File: config.mk
export PLATFORM = sky130hd
export DESIGN_NAME = gate_share_arbiter
export DESIGN_NICKNAME = d
export VERILOG_FILES = /design/src/rtl/gate_share_pkg.sv /design/src/rtl/gate_share_arbiter_rr_picker.sv /design/src/rtl/gate_share_arbiter.sv
export SDC_FILE = /design/constraint.sdc
export NUM_CORES = 1
export LEC_CHECK = 0
export CAP_MARGIN = 15
export CELL_PAD_IN_SITES_DETAIL_PLACEMENT = 0
export CELL_PAD_IN_SITES_GLOBAL_PLACEMENT = 2
export CORE_ASPECT_RATIO = 0.7
export CORE_MARGIN = 8
export CORE_UTILIZATION = 27
export CTS_CLUSTER_DIAMETER = 60
export DETAILED_ROUTE_END_ITERATION = 6
export MAX_ROUTING_LAYER = met4
export PLACE_DENSITY_LB_ADDON = 0.1
export SYNTH_ARGS = -nofsm -noshare
export SYNTH_HDL_FRONTEND = slang
export SYNTH_HIERARCHICAL = 1
export SYNTH_SLANG_ARGS = --single-unit
File: constraint.sdc
create_clock -name clock -period 3 [get_ports clock]
set_clock_uncertainty 0.1 [all_clocks]
set_input_delay 0.45 -clock clock [delete_from_list [all_inputs] [get_ports clock]]
set_output_delay 0.45 -clock clock [all_outputs]
set_load 0.02 [all_outputs]
File: src/rtl/gate_share_pkg.sv
// Shared types and helpers for the gate-sharing arbiter.
// The requester search is written for at most 16 requesters, the upper
// bound of the arbiter's N parameter.
package gate_share_pkg;

    typedef enum logic [1:0] {
        IDLE = 2'd0,
        EVAL = 2'd1,
        RESP = 2'd2
    } state_t;

    localparam int STATS_W  = 16;
    localparam int MAX_N    = 16;
    localparam int MAX_ID_W = 4;

    typedef struct packed {
        logic                found;
        logic [MAX_ID_W-1:0] idx;
    } rr_result_t;

    // Round-robin search: first set bit of valid starting at ptr+1, wrapping modulo n.
    function automatic rr_result_t rr_pick(
        input logic [MAX_N-1:0]    valid,
        input logic [MAX_ID_W-1:0] ptr,
        input int                  n
    );
        rr_result_t          r;
        int                  cand;
        logic [MAX_ID_W-1:0] cand_idx;
        r.found = 1'b0;
        r.idx   = '0;
        for (int k = 1; k <= MAX_N; k++) begin
            cand     = (int'(ptr) + k) % n;
            cand_idx = MAX_ID_W'(cand);
            if (k <= n && !r.found && valid[cand_idx]) begin
                r.found = 1'b1;
                r.idx   = cand_idx;
            end
        end
        return r;
    endfunction

endpackage

File: src/rtl/gate_share_arbiter_rr_picker.sv
// Combinational round-robin priority search over N request bits.
// The search begins at the requester after ptr, so the last-served
// requester has the lowest priority.
module rr_picker
    import gate_share_pkg::*;
#(
    parameter int N    = 4,
    parameter int ID_W = $clog2(N)
) (
    input  logic [N-1:0]    valid,
    input  logic [ID_W-1:0] ptr,
    output logic [ID_W-1:0] grant,
    output logic            found
);

    rr_result_t pick;

    // Widen to the package search width, then narrow the chosen index back.
    always_comb begin
        pick  = rr_pick(MAX_N'(valid), MAX_ID_W'(ptr), N);
        grant = ID_W'(pick.idx);
        found = pick.found;
    end

endmodule

File: src/rtl/gate_share_arbiter.sv
// Round-robin arbiter/sequencer sharing one external two-input gate among
// N requesters: grant, latch operands, hold the gate for EVAL_CYCLES,
// sample Y, then return a tagged response over valid/ready.
// Optional statistics (grant counter and busy flag) are built when the
// macro GATE_SHARE_ARB_STATS_EN is defined.
module gate_share_arbiter
    import gate_share_pkg::*;
#(
    parameter int N           = 4,
    parameter int ID_W        = $clog2(N),
    parameter int EVAL_CYCLES = 1
) (
    input  logic               clock,
    input  logic               reset,
    input  logic [N-1:0]       io_req_valid,
    output logic [N-1:0]       io_req_ready,
    input  logic [N-1:0]       io_req_A,
    input  logic [N-1:0]       io_req_B,
    output logic               io_gate_A,
    output logic               io_gate_B,
    input  logic               io_gate_Y,
    output logic               io_resp_valid,
    input  logic               io_resp_ready,
    output logic [ID_W-1:0]    io_resp_id,
    output logic               io_resp_Y
`ifdef GATE_SHARE_ARB_STATS_EN
    ,
    output logic [STATS_W-1:0] io_grant_count,
    output logic               io_busy
`endif
);

    localparam int CNT_W = 4;

    state_t           state;
    state_t           next_state;
    logic [ID_W-1:0]  ptr;
    logic [ID_W-1:0]  id;
    logic [ID_W-1:0]  grant;
    logic             found;
    logic             op_a;
    logic             op_b;
    logic             res;
    logic [CNT_W-1:0] cnt;
    logic             resp_fire;

    rr_picker #(
        .N    (N),
        .ID_W (ID_W)
    ) u_picker (
        .valid (io_req_valid),
        .ptr   (ptr),
        .grant (grant),
        .found (found)
    );

    assign resp_fire     = (state == RESP) && io_resp_ready;
    assign io_gate_A     = op_a;
    assign io_gate_B     = op_b;
    assign io_resp_valid = (state == RESP);
    assign io_resp_id    = id;
    assign io_resp_Y     = res;

    // Next-state selection for the grant / evaluate / respond sequence.
    always_comb begin
        next_state = state;
        case (state)
            IDLE:    if (found) next_state = EVAL;
            EVAL:    if (cnt == '0) next_state = RESP;
            RESP:    if (io_resp_ready) next_state = IDLE;
            default: next_state = IDLE;
        endcase
    end

    // One-hot accept to the winner, only while idle and never during reset so a requester cannot drop a request that is not latched.
    always_comb begin
        io_req_ready = '0;
        if (state == IDLE && found && !reset) begin
            io_req_ready[grant] = 1'b1;
        end
    end

    // State, operand latch, evaluation countdown, result capture and pointer update.
    always_ff @(posedge clock) begin
        if (reset) begin
            state <= IDLE;
            ptr   <= ID_W'(N - 1);
            op_a  <= 1'b0;
            op_b  <= 1'b0;
            res   <= 1'b0;
            id    <= '0;
            cnt   <= '0;
        end else begin
            state <= next_state;
            case (state)
                IDLE: begin
                    if (found) begin
                        op_a <= io_req_A[grant];
                        op_b <= io_req_B[grant];
                        id   <= grant;
                        cnt  <= CNT_W'(EVAL_CYCLES - 1);
                    end
                end
                EVAL: begin
                    if (cnt == '0) begin
                        res <= io_gate_Y;
                    end else begin
                        cnt <= cnt - 1'b1;
                    end
                end
                RESP: begin
                    if (io_resp_ready) begin
                        ptr <= id;
                    end
                end
                default: ;
            endcase
        end
    end

`ifdef GATE_SHARE_ARB_STATS_EN
    assign io_busy = (state != IDLE);

    // Saturating count of completed response handshakes.
    always_ff @(posedge clock) begin
        if (reset) begin
            io_grant_count <= '0;
        end else if (resp_fire && io_grant_count != {STATS_W{1'b1}}) begin
            io_grant_count <= io_grant_count + 1'b1;
        end
    end
`else
    logic unused_fire;
    assign unused_fire = resp_fire;
`endif

endmodule

* Yosys cells after proc, flatten, opt, wreduce, memory -nomap -nowiden *
Index checks and enable logic that the tools add are counted.

storage, ports and cells
  bits in registers = 13
  bits of input ports = 16
  output and inout bits = 10
  logic and storage cells = 76

cells by class
  $add $sub $neg = 5
  magnitude comparators = 6
  equal/unequal tests = 6
  mux-type cells = 26
  bitwise gates (word level) = 4
  reductions and logical operators = 22

operators by type and width
  kind                                                                      count
  4-bit by 5-bit < comparator with 1-bit output (second input constant)     4
  5-bit two-way mux                                                         4
  1-bit binary-select mux with 3-bit select                                 4
  4-bit two-way mux                                                         3
  4-bit one-hot mux with 2 select lines                                     1
  2-bit OR reduction                                                        4
  1-bit two-way mux                                                         7
  1-bit logical AND                                                         6
  2-bit two-way mux                                                         3
  2-bit one-hot mux with 3 select lines                                     1
  2-bit AND reduction                                                       3
  3-bit AND reduction                                                       2
  2-bit by 1-bit adder with 2-bit output (second input constant)            2
  2-bit adder (second input constant)                                       2
  1-bit bitwise AND (first input constant)                                  4
  1-bit binary-select mux with 2-bit select                                 2
  1-bit zero test                                                           4
  4-bit zero test                                                           1
  2-bit by 1-bit inequality test with 1-bit output (second input constant)  2
  2-bit inequality test (second input constant)                             2
  4-bit by 1-bit subtractor with 4-bit output (second input constant)       1
  2-bit by 3-bit < comparator with 1-bit output (second input constant)     1
  1-bit demux with 2-bit select                                             1
  2-bit by 1-bit equality test with 1-bit output (second input constant)    1
  4 further kinds                                                           4

* Longest topological paths before layout *
  word-level depth = 20
  mapped depth = 5
  gate-level depth less buffers = 5

* Cells and area by module *
Netlist, hierarchy kept.

modules (own cells, without submodules)
  module              times used  cells an instance  area each (um^2)  sequential area each (um^2)
  gate_share_arbiter  1           66                 673.1             260.2
  rr_picker           1           14                 78.8              0.0

* Least setup slack after synthesis *
OpenSTA, ideal clock, no wires.

  path kind = in2reg
  start = input port io_req_valid[0]
  end = register op_a, in the netlist io_gate_A
  library setup time = 0.117 ns
  arrival = 1.915 ns
  required time = 2.783 ns
  setup slack = 0.868 ns
  cell stages on the path = 3
  buffers on the path = 0
  path through = o311ai_1 > mux4_2 > a22o_1

between the ends
  longest elaborated chain between the ends = 14
  elaborated cells on any way between the ends = 21
  those cells by class = 14 x mux; 7 x reduce/logical

RTL lines
  item                                       line                      source
  start, declared                            gate_share_arbiter.sv:15  input logic [N-1:0] io_req_valid,
  1-bit binary-select mux with 3-bit select  gate_share_pkg.sv:35      if (k <= n && !r.found && valid[cand_idx]) begin
  1-bit two-way mux (not written as such)    gate_share_pkg.sv:35
  5-bit two-way mux                          gate_share_pkg.sv:35
  1-bit zero test                            gate_share_pkg.sv:35
  1-bit logical AND                          gate_share_pkg.sv:35
  5-bit two-way mux                          gate_share_pkg.sv:35
  1-bit zero test                            gate_share_pkg.sv:35
  1-bit logical AND                          gate_share_pkg.sv:35
  5-bit two-way mux                          gate_share_pkg.sv:35
  1-bit zero test                            gate_share_pkg.sv:35
  1-bit logical AND                          gate_share_pkg.sv:35
  5-bit two-way mux (*)                      gate_share_pkg.sv:35
  1-bit binary-select mux with 2-bit select  gate_share_arbiter.sv:98  op_a <= io_req_A[grant];
  1-bit two-way mux (not written as such)    gate_share_arbiter.sv:98
  end signal, assigned                       gate_share_arbiter.sv:98
  end, declared                              gate_share_arbiter.sv:41  logic op_a;

Mark *: on every way between the ends. The rest lies on a longest branch, timed or not. The select of a mux whose other input is x is not followed.
A chain may end at the register's enable or synchronous reset.

* Final worst setup path *
  start = input port io_req_valid[3]
  end = output port io_req_ready[0]

between the ends
  longest elaborated chain between the ends = 17
  elaborated cells on any way between the ends = 26
  those cells by class = 2 x order compare; 15 x mux; 9 x reduce/logical

RTL lines
  item                                                                                                                                          line                      source
  1-bit binary-select mux with 3-bit select                                                                                                     gate_share_pkg.sv:35
  1-bit two-way mux (not written as such)                                                                                                       gate_share_pkg.sv:35
  5-bit two-way mux                                                                                                                             gate_share_pkg.sv:35
  1-bit zero test                                                                                                                               gate_share_pkg.sv:35
  1-bit logical AND                                                                                                                             gate_share_pkg.sv:35
  5-bit two-way mux                                                                                                                             gate_share_pkg.sv:35
  1-bit zero test                                                                                                                               gate_share_pkg.sv:35
  1-bit logical AND                                                                                                                             gate_share_pkg.sv:35
  [2 not listed]                                                                                                                                n/a
  1-bit logical AND                                                                                                                             gate_share_pkg.sv:35
  5-bit two-way mux (*)                                                                                                                         gate_share_pkg.sv:35
  via grant[0]                                                                                                                                  gate_share_arbiter.sv:39  logic [ID_W-1:0] grant;
  2-bit by 3-bit < comparator with 1-bit output (not written as such) / 2-bit by 1-bit >= comparator with 1-bit output (equally long branches)  gate_share_arbiter.sv:79  io_req_ready[grant] = 1'b1;
  1-bit logical AND (not written as such)                                                                                                       gate_share_arbiter.sv:79
  1-bit two-way mux (not written as such)                                                                                                       gate_share_arbiter.sv:79
  1-bit demux with 2-bit select (*)                                                                                                             gate_share_arbiter.sv:79
  4-bit two-way mux (*)                                                                                                                         gate_share_arbiter.sv:78  if (state == IDLE && found && !reset) begin
  end, declared                                                                                                                                 gate_share_arbiter.sv:16  output logic [N-1:0] io_req_ready,

The timed path passes the listed nets; every way through them passes the cells marked *. The select of a mux whose other input is x is not followed.

==> flow_results.xml <==
<?xml version="1.0" encoding="UTF-8"?>
<metrics>
  <group name="status">
    <metric name="result_of_the_run" unit="">finished clean</metric>
  </group>
  <group name="floorplanning">
    <metric name="chipWidth" unit="um">79.1</metric>
    <metric name="pin_count" unit="">26</metric>
    <metric name="die_height" unit="um">60.2</metric>
    <metric name="placement_rows" unit="">16</metric>
    <metric name="core_box_area" unit="sq um">2720</metric>
    <metric name="dieArea" unit="sq um">4760</metric>
    <metric name="initial_core_util" unit="">0.276</metric>
  </group>
  <group name="critical_path">
    <metric name="critPathTopFamily" unit="">buffers and inverters</metric>
    <metric name="crit_path_max_incr_delay" unit="ps">630</metric>
    <metric name="critical_path_data_arrival_time" unit="ps">2350</metric>
    <metric name="crit_top_cell" unit="">sky130_fd_sc_hd__clkdlybuf4s50_1</metric>
    <metric name="timing.critical_path.to_type" unit="">primary output</metric>
    <metric name="worst-path-max-fanout" unit="">7</metric>
    <metric name="critical_path_buf_inv_count" unit="">3</metric>
    <metric name="reg2reg_setup_slack" unit="ps">1150</metric>
    <metric name="worstReg2RegStart" unit="">ptr[0]$_SDFFE_PP1P_</metric>
    <metric name="required" unit="ps">2450</metric>
    <metric name="reg2reg_to" unit="">io_gate_A$_SDFFE_PP0P_</metric>
    <metric name="critical_path.endpoint" unit="">io_req_ready[0]</metric>
    <metric name="startpoint" unit="">io_req_valid[3]</metric>
    <metric name="criticalPathCategory" unit="">in -&gt; out</metric>
    <metric name="crit_path_cell_trace" unit="">clkdlybuf4s50_1 -&gt; and2b_1 -&gt; o21ai_1 -&gt; o311ai_1 -&gt; buf_4 -&gt; nor3b_1 -&gt; clkdlybuf4s50_1</metric>
    <metric name="cp-start-kind" unit="">primary input</metric>
    <metric name="critical-path-slowest-cell" unit="">sky130_fd_sc_hd__clkdlybuf4s50_1</metric>
    <metric name="cp.depth" unit="">7</metric>
    <metric name="worst-r2r-cell-count" unit="">6</metric>
  </group>
  <group name="timing">
    <metric name="max_slew_margin" unit="">0.649</metric>
    <metric name="rsz0062_at_grt" unit="">no</metric>
    <metric name="fin_setup_tns" unit="ps">0</metric>
    <metric name="fin_crit_sh" unit="">0.968</metric>
    <metric name="final_max_slew_viol_count" unit="">0</metric>
    <metric name="achievable-frequency" unit="GHz">0.344</metric>
    <metric name="report.final.setup_viol" unit="">0</metric>
    <metric name="final_critical_delay_including_setup_and_external_delays" unit="ps">2900</metric>
    <metric name="hold_violations" unit="">0</metric>
    <metric name="whs" unit="ps">385</metric>
    <metric name="worst_slew_pin_slew" unit="ps">525</metric>
  </group>
  <group name="placed_design">
    <metric name="detailedPlacementHpwl" unit="mm">1.52</metric>
    <metric name="place.gp.congestion" unit="">0.741</metric>
    <metric name="portBuffers" unit="">25</metric>
  </group>
  <group name="clocking">
    <metric name="cts_buffers" unit="">3</metric>
    <metric name="cts.repair_timing.setup_buffer_count" unit="">0</metric>
    <metric name="clockRootBuffer" unit="">sky130_fd_sc_hd__clkbuf_8</metric>
    <metric name="h-tree-depth" unit="">1</metric>
    <metric name="clock_tree.buffer_depth" unit="">2</metric>
    <metric name="clk_transition_reported_paths" unit="ps">60</metric>
    <metric name="cts_tree" unit="">yes</metric>
    <metric name="clkSinkCount" unit="">13</metric>
    <metric name="clock_latency" unit="ps">240</metric>
  </group>
  <group name="pwr">
    <metric name="pwr-share-clk" unit="">0.165</metric>
    <metric name="power.internal" unit="uW">587</metric>
    <metric name="power.sequential.fraction" unit="">0.309</metric>
    <metric name="p_sw_frac" unit="">0.371</metric>
    <metric name="power_density_of_the_placed_cells" unit="nW/um^2">825</metric>
    <metric name="p_sw" unit="uW">346</metric>
    <metric name="total_power" unit="uW">933</metric>
    <metric name="power.static_leakage" unit="uW">0.000466</metric>
    <metric name="p_comb_frac" unit="">0.526</metric>
    <metric name="peakVddDrop" unit="V">0.000359</metric>
  </group>
  <group name="final_layout">
    <metric name="nNetsFinal" unit="">132</metric>
    <metric name="antenna_cells_inserted" unit="">0</metric>
    <metric name="layout-drive-gt1-share" unit="">0.142</metric>
    <metric name="n_fill_cell" unit="">282</metric>
    <metric name="area_growth" unit="%">50.4</metric>
    <metric name="sequential_cell_area" unit="sq um">260</metric>
    <metric name="area_used_by_multi_input_combinational_logic" unit="sq um">465</metric>
  </group>
  <group name="yosys">
    <metric name="synthMostInstantiatedCell" unit="">sky130_fd_sc_hd__dfxtp_1</metric>
    <metric name="syn-instance-count" unit="">80</metric>
    <metric name="synth.cell_area" unit="sq um">752</metric>
    <metric name="yosys_register_bits" unit="">13</metric>
    <metric name="synth_top_cell_area_share" unit="">0.346</metric>
    <metric name="count_of_flip_flops_with_a_built_in_enable_after_synthesis" unit="">0</metric>
    <metric name="ys_seq_area_frac" unit="">0.346</metric>
    <metric name="synth_top_cells_by_area" unit="">sky130_fd_sc_hd__dfxtp_1 (35%), sky130_fd_sc_hd__mux4_2 (6.0%), sky130_fd_sc_hd__mux2i_1 (5.3%)</metric>
    <metric name="yosysWarningCount" unit="">6</metric>
    <metric name="ys_types" unit="">36</metric>
    <metric name="ys_top_cells_by_count" unit="">sky130_fd_sc_hd__dfxtp_1 (13), sky130_fd_sc_hd__nor2_1 (9), sky130_fd_sc_hd__inv_1 (5)</metric>
    <metric name="synth.largest_area_cell" unit="">sky130_fd_sc_hd__dfxtp_1</metric>
    <metric name="ys.flop_type" unit="">sky130_fd_sc_hd__dfxtp_1</metric>
    <metric name="avgSynthCellArea" unit="sq um">9.40</metric>
    <metric name="synth_fp_nets" unit="">98</metric>
    <metric name="async_reset_ff_frac" unit="">0</metric>
  </group>
  <group name="detailed_routing">
    <metric name="route.vias.total" unit="">701</metric>
    <metric name="dr.first_iter.drc_count" unit="">32</metric>
    <metric name="ant_nets" unit="">0</metric>
    <metric name="post_drt_via_cell_ratio" unit="">4.70</metric>
    <metric name="drt_wl_total" unit="mm">1.94</metric>
    <metric name="remaining_drc_errors" unit="">0</metric>
    <metric name="drt_pre_antenna_iters" unit="">4</metric>
    <metric name="final_routed_wire_length_divided_by_cell_count" unit="um">13.0</metric>
  </group>
  <group name="global_route">
    <metric name="antenna_found_initial" unit="">0</metric>
    <metric name="grt_usage" unit="">0.0866</metric>
    <metric name="top_usage_layer" unit="">met1</metric>
    <metric name="vias_in_the_first_global_route" unit="">697</metric>
    <metric name="grt_start_max_net_pins" unit="">11</metric>
    <metric name="grt_overflow_total" unit="">0</metric>
    <metric name="met2_usage" unit="">0.113</metric>
    <metric name="grtUsageMet3" unit="">0.0375</metric>
    <metric name="global_route.usage.met1" unit="">0.116</metric>
    <metric name="global_route_wire_length_before_repair" unit="mm">3.17</metric>
  </group>
  <group name="hold_path">
    <metric name="hold_class" unit="">reg -&gt; reg</metric>
    <metric name="critical_hold_path_startpoint" unit="">ptr[0]$_SDFFE_PP1P_</metric>
  </group>
  <group name="flow_run">
    <metric name="drv.max_cap_violation_count" unit="">0</metric>
  </group>
</metrics>
==> flip-flops by register name (all words and copies together), names as in the netlist <==
register / cells
cnt: 4
io_gate_A: 1
io_gate_B: 1
io_resp_Y: 1
io_resp_id: 2
ptr: 2
state: 2
==> metrics by stage <==
| step | setup slack, ps | util | cell area [sq um] | instances |
|---|---|---|---|---|
| 2_1_floorplan | 868 | - | 752 | 80 |
| 6_report | 95.3 | 0.415 | 1130 | 149 |
| 3_3_place_gp | 65.1 | 0.397 | 1080 | 145 |
| 5_1_grt | 0.806 | 0.415 | 1130 | 149 |
| 3_5_place_dp | 95.3 | 0.397 | 1080 | 145 |
| 4_1_cts | 89.5 | 0.414 | 1130 | 149 |
==> area by class of cell <==
cell class	instances	share of cell area
Inverter	5	0.0166
Timing Repair Buffer	31	0.261
Multi-Input combinational cell	60	0.412
Clock buffer	3	0.0365
Clock inverter	1	0.00442
Tap cell	36	0.0398
Sequential cell	13	0.230
==> placed cells by master, fill, tap and decap left out, types with 2 or more instances in the layout <==
| cell | synthesis | final |
|---|---|---|
| sky130_fd_sc_hd__clkdlybuf4s50_1 | 0 | 25 |
| sky130_fd_sc_hd__dfxtp_1 | 13 | 13 |
| sky130_fd_sc_hd__nor2_1 | 9 | 9 |
| sky130_fd_sc_hd__buf_4 | 1 | 6 |
| sky130_fd_sc_hd__inv_1 | 5 | 5 |
| sky130_fd_sc_hd__nand2_1 | 4 | 4 |
| sky130_fd_sc_hd__mux2i_1 | 4 | 4 |
| sky130_fd_sc_hd__o21ai_0 | 4 | 4 |
| sky130_fd_sc_hd__a21oi_1 | 4 | 3 |
| sky130_fd_sc_hd__clkbuf_8 | 0 | 3 |
| sky130_fd_sc_hd__nor3b_1 | 2 | 2 |
| sky130_fd_sc_hd__mux4_2 | 2 | 2 |
| sky130_fd_sc_hd__a22o_1 | 2 | 2 |
| sky130_fd_sc_hd__nand3b_1 | 2 | 2 |
| sky130_fd_sc_hd__or4_1 | 2 | 2 |
| sky130_fd_sc_hd__ha_1 | 2 | 2 |
| sky130_fd_sc_hd__and2b_1 | 2 | 2 |
| sky130_fd_sc_hd__nand2b_1 | 2 | 2 |
==> what timing repair did <==
| item | in CTS | in global routing |
|---|---|---|
| resized for setup | 0 | 1 |
| endpoints found under the setup margin | 0 | 2 |
| hold buffers | 0 | 0 |
==> how the worst min path moves through the flow <==
stage | to | slack (ps) | depth (start not counted)
CTS | io_gate_A$_SDFFE_PP0P_ | 390 | 1
detailed placement | io_gate_A$_SDFFE_PP0P_ | 360 | 1
floorplan | ptr[0]$_SDFFE_PP1P_ | 350 | 2
global placement | io_gate_A$_SDFFE_PP0P_ | 360 | 1
finish | ptr[0]$_SDFFE_PP1P_ | 390 | 2
global route | io_gate_A$_SDFFE_PP0P_ | 400 | 1
==> tightest hold or removal path: stages, from the launching register on <==
cell and delay [ps]:
sky130_fd_sc_hd__dfxtp_1 330, sky130_fd_sc_hd__mux2i_1 70, sky130_fd_sc_hd__nand2_1 50
==> layer usage <==
metal,wire length [um],part of all wire
met4,9,0.0046
met3,141,0.073
met5,0,0
met2,690,0.36
met1,1100,0.57
==> power by group through the flow <==
| stage | clock network [uW] | registers [uW] | logic, uW |
|---|---|---|---|
| after floorplan | 0 | 300 | 309 |
| after global placement | 0 | 288 | 494 |
| after detailed placement | 0 | 289 | 495 |
| after CTS | 161 | 286 | 496 |
| after global routing | 170 | 296 | 541 |
| final | 154 | 288 | 491 |
==> logic make-up after synthesis <==
logic type                 share of synthesized area
and+or+nand+nor                                0.298
muxes                                          0.113
AOI/OAI and AO/OA                              0.170
DFF                                            0.346
adders and majority gates                     0.0333
buffers and inverters                         0.0399
Power figures use the tool's default switching activity.
